[config.mk]
export PLATFORM = sky130hd
export DESIGN_NAME = bcd_to_bin
export DESIGN_NICKNAME = d
export VERILOG_FILES = /design/src/rtl/bcd_to_bin.sv
export SDC_FILE = /design/constraint.sdc
export NUM_CORES = 1
export LEC_CHECK = 0
export ABC_AREA = 0
export BUFFER_PORTS_ARGS = -buffer_cell sky130_fd_sc_hd__buf_2
export CORE_MARGIN = 2
export CORE_UTILIZATION = 51
export DETAILED_ROUTE_END_ITERATION = 6
export HOLD_SLACK_MARGIN = 0.1
export PLACE_DENSITY = 0.76
export SETUP_SLACK_MARGIN = 0.4
export SYNTH_ARGS = -nofsm -noshare
export SYNTH_HDL_FRONTEND = slang
export SYNTH_SLANG_ARGS = --single-unit
[constraint.sdc]
create_clock -name clk -period 2.74 [get_ports clk]
set_input_delay 0.548 -clock clk [delete_from_list [all_inputs] [get_ports clk]]
set_output_delay 0.548 -clock clk [all_outputs]
set_load 0.01 [all_outputs]
[src/rtl/bcd_to_bin.sv]
// Sequential packed-BCD to binary converter, one digit per cycle, MSD first.
// Optional macro BCD_CHECK_EN adds illegal-digit (>9) detection on err.
`timescale 1ns/1ps
module bcd_to_bin #(
  parameter int DIGITS = 4,
  parameter int BW     = 14
) (
  input  logic              clk,
  input  logic              rst_n,
  input  logic              in_valid,
  output logic              in_ready,
  input  logic [4*DIGITS-1:0] bcd,
  output logic              out_valid,
  input  logic              out_ready,
  output logic [BW-1:0]     bin,
  output logic              err
);

  localparam int NW = 4 * DIGITS;
  localparam int CW = 4;

  typedef enum logic [1:0] {
    IDLE,
    CONV,
    DONE
  } state_t;

  state_t        r_state;
  state_t        w_next;
  logic [NW-1:0] r_bcd;
  logic [BW-1:0] r_acc;
  logic [CW-1:0] r_cnt;
  logic [3:0]    w_dig;
  logic [BW-1:0] w_acc_nx;
  logic          w_last;
  logic          w_acpt;

  assign w_dig    = r_bcd[NW-1 -: 4];
  assign w_acc_nx = (r_acc << 3) + (r_acc << 1) + BW'(w_dig);
  assign w_last   = (r_cnt == CW'(DIGITS - 1));
  assign w_acpt   = in_valid && (r_state == IDLE);

  // State register
  always_ff @(posedge clk or negedge rst_n) begin
    if (!rst_n) r_state <= IDLE;
    else        r_state <= w_next;
  end

  // Next-state: accept in IDLE, DIGITS steps in CONV, hold DONE until taken
  always_comb begin
    w_next = r_state;
    case (r_state)
      IDLE:    if (in_valid)  w_next = CONV;
      CONV:    if (w_last)    w_next = DONE;
      DONE:    if (out_ready) w_next = IDLE;
      default: w_next = IDLE;
    endcase
  end

  // Datapath: capture word, then shift out one digit per cycle into acc*10+d
  always_ff @(posedge clk or negedge rst_n) begin
    if (!rst_n) begin
      r_bcd <= '0;
      r_acc <= '0;
      r_cnt <= '0;
    end else if (w_acpt) begin
      r_bcd <= bcd;
      r_acc <= '0;
      r_cnt <= '0;
    end else if (r_state == CONV) begin
      r_acc <= w_acc_nx;
      r_bcd <= r_bcd << 4;
      r_cnt <= r_cnt + CW'(1);
    end
  end

  assign in_ready  = (r_state == IDLE);
  assign out_valid = (r_state == DONE);

`ifdef BCD_CHECK_EN
  logic r_err;

  // Sticky flag for any digit above 9 seen during the current conversion
  always_ff @(posedge clk or negedge rst_n) begin
    if (!rst_n)                          r_err <= 1'b0;
    else if (w_acpt)                     r_err <= 1'b0;
    else if (r_state == CONV && w_dig > 4'd9) r_err <= 1'b1;
  end

  assign err = (r_state == DONE) && r_err;
  assign bin = err ? '0 : r_acc;
`else
  assign err = 1'b0;
  assign bin = r_acc;
`endif

endmodule

==> metrics.txt, run 1 <==
Primary FF master, synth=dfrtp_1; Iter 0 DRT Violations=~110; aggregate global-route resource usage=0.212; clock root buffer=clkbuf_8; DP HPWL=roughly 3200 um; GPL Wtd Cong=0.833; kind of critical path=flip-flop to flip-flop; Post-Route Skew=approximately 0.0050 ns; drt pass-1 iters=5; largest cells by area after synthesis=dfrtp_1 (41%), ha_1 (13%), nand2_1 (7.7%), o21ai_0 (5.5%), a22oi_1 (3.8%); die area=slightly below 5000 um2; ys async rst share=1.00; Least-Margin Pin Slew=0.795 ns; RSZ-0062 raised after global routing=true; top-area cell type share of the netlist area=0.412; Ys Warns=0; Synth area leader=dfrtp_1; area of the multi-input gates=1220 um2; area delta synth->final=18.7%; Hold Slack=0.333 ns; CP Launch Type=flip-flop; clock buffer count from CTS=5; mux contribution to synthesized area=0; Netlist cell types=between 40 and 50; fill count=352; setup TNS=0 ns; worst setup margin=0.260 ns; Initial Util=0.539; Routed WL=4720 um; crit path DAT=roughly 2.7 ns; syn_nets=277; DIE WIDTH=69.5 um; worst-path fanout max=2; number of port buffers=35; clk slew on worst S/H paths=~0.07 ns; xor/xnor share of the synthesized area=0.0320; Max Fclk=about 400 MHz; Final min period=2.48 ns; Via density=5.72; Final Hold Fails=0; Worst Hold Class=input port to asynchronous set/reset pin; Congestion Overflow GR=0; CTS tree=done; Seq/Total Area, Yosys=0.412; Max-cap violations=0; Mean Syn Cell Area=9.43 um2; worst skew pair latency=0.30 ns; Tcrit/Tclk final=0.905; drt wl/cell=roughly 15 um; share of layout cells above drive strength 1=0.265; first-pass GRT wire length=8070 um; final antenna-violating net count=0; H-tree depth=2; final net count=approximately 320; #FFs+latches synth=36; hold buffer count at cts=0; vias in the first global route=1,792; Max-slew headroom=0.470; n_diodes=0; fin. max-slew vios=0; row count=23; Setup-failing EPs final=0; Lkg Pwr=~1.3 nW; commonest non-fill, non-tap cells in the layout=nand2_1 (44), dfrtp_1 (36), buf_2 (35), ha_1 (22), o21ai_0 (21); commonest non-fill, non-tap cell in the layout=nand2_1; P per Cell Area=1530 nW/um2; Synth Area in Compound Gates=0.186; largest family of logic cells by synthesized area=compound AO/OA/AOI/OAI gates; initial antenna violation count=0; Placeable Area=4060 um2; post-route cell area=2600 um2; maximum vdd drop=around 0.63 mV; clk buf depth=2; fin util=0.640; vias post-DR=1,841; synthesized instance count=232; EDFF count, synth=0; Die Ht=69.5 um; io pins=37; Storage cell area=901 um2; cell area after synthesis=between 2000 and 2500 um2; post-place setup slack=0.0826 ns; Worst Setup End Kind=flip-flop; dpl cell area=2370 um2; synthesized-area fraction occupied by adder cells=0.150; CP Data Required Time=2.92 ns; Simple-Gate Fraction of Synth Area=0.160; largest net degree at the start of global routing=37; outcome=finished, final reports clean; # clock sinks=36; DRC=0
-- Yosys cell counts, types with 2 or more instances --
library cell,instances
a21oi_1,6
a221o_1,2
a22oi_1,11
a31oi_1,3
buf_6,3
clkbuf_1,8
dfrtp_1,36
fa_1,2
ha_1,23
inv_1,9
nand2_1,45
nand2b_1,2
nand3_1,10
nand4_1,3
nor2_1,5
nor2b_1,3
nor3_1,2
o21ai_0,24
o31ai_1,2
xnor2_1,6
xor2_1,2
-- timing repair --
item / in CTS / in global routing
setup buffers: 6 / 1
pin swaps: 8 / 6
endpoints found under the setup margin: 4 / 7
gates resized for setup: 11 / 7
cloned: 0 / 0
-- path summary, 6_finish.rpt --
path / from / endpoint / slack (ns) / cells after the start
max reg2reg: bin[2]$_DFFE_PN0P_ / bin[13]$_DFFE_PN0P_ / 0.26 / 9
min in group clk: bcd[0] / r_bcd[0]$_DFFE_PN0P_ / 0.45 / 3
min reg2reg: r_bcd[10]$_DFFE_PN0P_ / r_bcd[10]$_DFFE_PN0P_ / 0.48 / 2
max: bin[2]$_DFFE_PN0P_ / bin[13]$_DFFE_PN0P_ / 0.26 / 9
max in group asynchronous: rst_n / r_cnt[3]$_DFFE_PN0P_ / 1.90 / 1
min: rst_n / bin[5]$_DFFE_PN0P_ / 0.33 / 1
-- kinds of logic (layout without fill, tap and decap cells) --
group                      after synthesis  after routing
and+or+nand+nor                         77             77
AOI/OAI and AO/OA                       61             61
DFF                                     36             36
adders and majority gates               25             25
buffers and inverters                   24             64
xor gates and xnor gates                 8              8
other                                    1              1
-- power breakdown --
part | internal (mW) | leakage (nW) | total (mW) | switching (mW)
clock | 0.270 | 0.0552 | 0.466 | 0.196
sequential | 0.791 | 0.456 | 0.980 | 0.188
combinational | 1.13 | 0.795 | 2.54 | 1.41
-- through the flow --
stage               instances  power, mW
finish                    322       3.98
global route              322       4.36
CTS                       321       3.87
detailed placement        307       3.20
global placement          307       3.13
floorplan                 232       2.72
-- worst max-delay path, cell delays in order, from the launching register on --
cell     delay [ns]
dfrtp_1        0.36
inv_2          0.05
fa_1           0.57
inv_2          0.05
ha_4           0.21
a211o_1        0.26
a21oi_2        0.16
o21ai_2        0.08
a311o_1        0.33
a221o_1        0.29
-- flip-flops by register name, summed over array words and instances (netlist names) --
| name | flops |
|---|---|
| r_state | 2 |
| r_bcd | 16 |
| r_cnt | 4 |
| bin | 14 |
-- final cells by class --
class                   instances  area share
repair buffers                 47       0.105
inverters                       9      0.0130
multi-input cells             172       0.469
clock buffers                   6      0.0280
clock inverters                 2      0.0135
well taps                      50      0.0241
flip-flops and latches         36       0.347
-- routing by layer --
| layer | routed length [um] | up-vias | global-route usage | share of wire |
|---|---|---|---|---|
| li1 | - | 894 | - | - |
| met1 | 2060 | 867 | 0.263 | 0.44 |
| met2 | 2290 | 64 | 0.340 | 0.48 |
| met3 | 286 | 16 | 0.0712 | 0.061 |
| met4 | 88 | 0 | 0.0871 | 0.019 |
| met5 | 0 | - | 0 | 0 |
No activity file was read; power rests on OpenSTA's default activity.
==> run 2, diff against run 1 <==
--- a/config.mk
+++ b/config.mk
@@ -8,10 +8,10 @@
 export ABC_AREA = 0
 export BUFFER_PORTS_ARGS = -buffer_cell sky130_fd_sc_hd__buf_2
 export CORE_MARGIN = 2
-export CORE_UTILIZATION = 51
+export CORE_UTILIZATION = 45
 export DETAILED_ROUTE_END_ITERATION = 6
 export HOLD_SLACK_MARGIN = 0.1
-export PLACE_DENSITY = 0.76
+export PLACE_DENSITY = 0.69
 export SETUP_SLACK_MARGIN = 0.4
 export SYNTH_ARGS = -nofsm -noshare
 export SYNTH_HDL_FRONTEND = slang
==> run 2 against run 1 <==
  * Clock-buffer cell count is the same
  * Wire length grew 2.3%
  * Clock skew about the same
  * Final area grew 1.8%
  * Critical path depth up 1
  * Fmax decreased by 0.99%
  * Die area is 13% higher
  * Non-clock buffer count grew 3
  * Combinational power grew 2%
  * Power rose by 1.2%
==> metrics.txt, run 2 (synthesis results as in run 1) <==
aggregate global-route resource usage=0.196 (-0.0160); Post-Route Skew=0.00463 ns (-0.000345 ns); commonest non-fill, non-tap cells in the layout=nand2_1 (44), dfrtp_1 (36), buf_2 (35), ha_1 (21), o21ai_0 (20); number of port buffers=35 (unchanged); CTS tree=done; Tcrit/Tclk final=0.914 (+0.00907); GRT met3 Usage=0.0576 (-0.0136); Placeable Area=4690 um2 (+16%); RSZ-0062 raised after global routing=true; n_diodes=0 (unchanged); io pins=37 (unchanged); WP buf/inv=3 (+1); CP Launch Type=flip-flop; # clock sinks=36 (unchanged); Worst Setup End Kind=flip-flop; crit path DAT=2.69 ns (+0.03 ns); H-tree depth=2 (unchanged); setup TNS=0 ns (unchanged); clk slew on worst S/H paths=0.07 ns (about the same); Initial Util=0.466 (-0.0729); Congestion Overflow GR=0 (unchanged); fill count=423 (+20%); DP HPWL=3310 um (+4.0%); Largest register FFs=16 (unchanged); GPL Wtd Cong=0.896 (+7.6%); final net count=319 (+0.95%); share of layout cells above drive strength 1=0.287 (+0.0226); GR Util met2=0.322 (-0.0173); area delta synth->final=20.9%; Routed WL=4830 um (+2.3%); CP dominant cell by count=buf_4; Via density=5.49 (-4.0%); Die Ht=73.7 um (+6.1%); CP Data Required Time=2.92 ns (about the same); maximum vdd drop=0.520 mV (-17%); fin util=0.563 (-0.0764); kind of critical path=flip-flop to flip-flop; fin. max-slew vios=0 (unchanged); CP max stage cell=fa_1; Max Fclk=399 MHz (-0.99%); Worst Hold Class=input port to asynchronous set/reset pin; vias in the first global route=1,768 (-1.3%); met1 GRT Util=0.254 (-0.00897); initial antenna violation count=0 (unchanged); DIE WIDTH=73.7 um (+6.1%); Final min period=2.51 ns (+0.0249 ns); drt wl/cell=14.7 um (+0.15%); Lkg Pwr=1.32 nW (+1.4%); Iter 0 DRT Violations=83 (-21%); critical path cell sequence=inv_2, fa_1, buf_4, fa_2, nor2b_4, o2111ai_4, a21oi_2, buf_4, or3_1, a31o_2; CP top delay family=adder cells; vias post-DR=1,806 (-1.9%); Max-slew headroom=0.473 (+0.00335); outcome=finished, final reports clean; Final Hold Fails=0 (unchanged); row count=25 (+8.7%); clock root buffer=clkbuf_8; Setup-failing EPs final=0 (unchanged); drt pass-1 iters=4 (-1); grt peak-use layer=met2; worst skew pair latency=0.29 ns (about the same); Least-Margin Pin Slew=0.790 ns (-0.00502 ns); worst-path fanout max=3 (+1); final antenna-violating net count=0 (unchanged); clk buf depth=2 (unchanged); clock buffer count from CTS=5 (unchanged); DRC=0 (unchanged); largest net degree at the start of global routing=37 (unchanged); crit-path max cell delay=0.56 ns (about the same); first-pass GRT wire length=8080 um (+0.16%); commonest non-fill, non-tap cell in the layout=nand2_1; die area=5430 um2 (+13%); Biggest register=r_bcd; P per Cell Area=1530 nW/um2 (-0.57%); Max-cap violations=0 (unchanged)
[run 2: cell types whose count changed in the layout (fill, tap and decap cells not counted), sizes merged]
cell / delta
buf: +3
[run 2: power breakdown]
group / internal (mW) / switching (mW)
clock network: 0.270 / 0.194
logic: 1.16 / 1.43
registers: 0.791 / 0.186
total: 2.23 / 1.81
[run 2: routing by layer]
layer | routed length [um] | share of wire
met1 | 2160 | 0.45
met2 | 2340 | 0.49
met3 | 250 | 0.052
met4 | 77 | 0.016
met5 | 0 | 0
[run 2: final cells by class]
class,count,area [um2],area share
sequential,36,901,0.341
clock inverter,2,35.0,0.0133
inverter,9,33.8,0.0128
clock buffer,6,72.6,0.0274
tap,54,67.6,0.0256
multi-input combinational,172,1240,0.469
timing repair buffer,50,295,0.112
[run 2: timing repair]
item / 4_1_cts / 5_1_grt
pin swaps: 6 / 5
gates resized for setup: 7 / 15
setup endpoints to repair: 5 / 7
hold buffers: 0 / 0
setup buffers: 7 / 3
[run 2: worst paths after layout]
kind / start / endpoint / slack [ns] / cells past startpoint
max: bin[2]$_DFFE_PN0P_ / bin[12]$_DFFE_PN0P_ / 0.23 / 10
min: rst_n / bin[7]$_DFFE_PN0P_ / 0.33 / 1
max reg2reg: bin[2]$_DFFE_PN0P_ / bin[12]$_DFFE_PN0P_ / 0.23 / 10
min reg2reg: r_bcd[10]$_DFFE_PN0P_ / r_bcd[10]$_DFFE_PN0P_ / 0.48 / 2
max in group asynchronous: rst_n / bin[9]$_DFFE_PN0P_ / 1.90 / 1
min in group clk: bcd[0] / r_bcd[0]$_DFFE_PN0P_ / 0.46 / 3
[run 2: through the flow]
step / power [mW] / hold WS, ns / area, um2 / setup slack (ns) / cells
floorplan: 2.72 / 0.252 / 2190 / 0.114 / 232
global placement: 3.15 / 0.459 / 2370 / 0.178 / 311
detailed placement: 3.21 / 0.463 / 2370 / 0.106 / 311
CTS: 3.86 / 0.364 / 2570 / 0.242 / 326
global route: 4.45 / 0.408 / 2640 / 0.142 / 329
finish: 4.03 / 0.330 / 2640 / 0.235 / 329
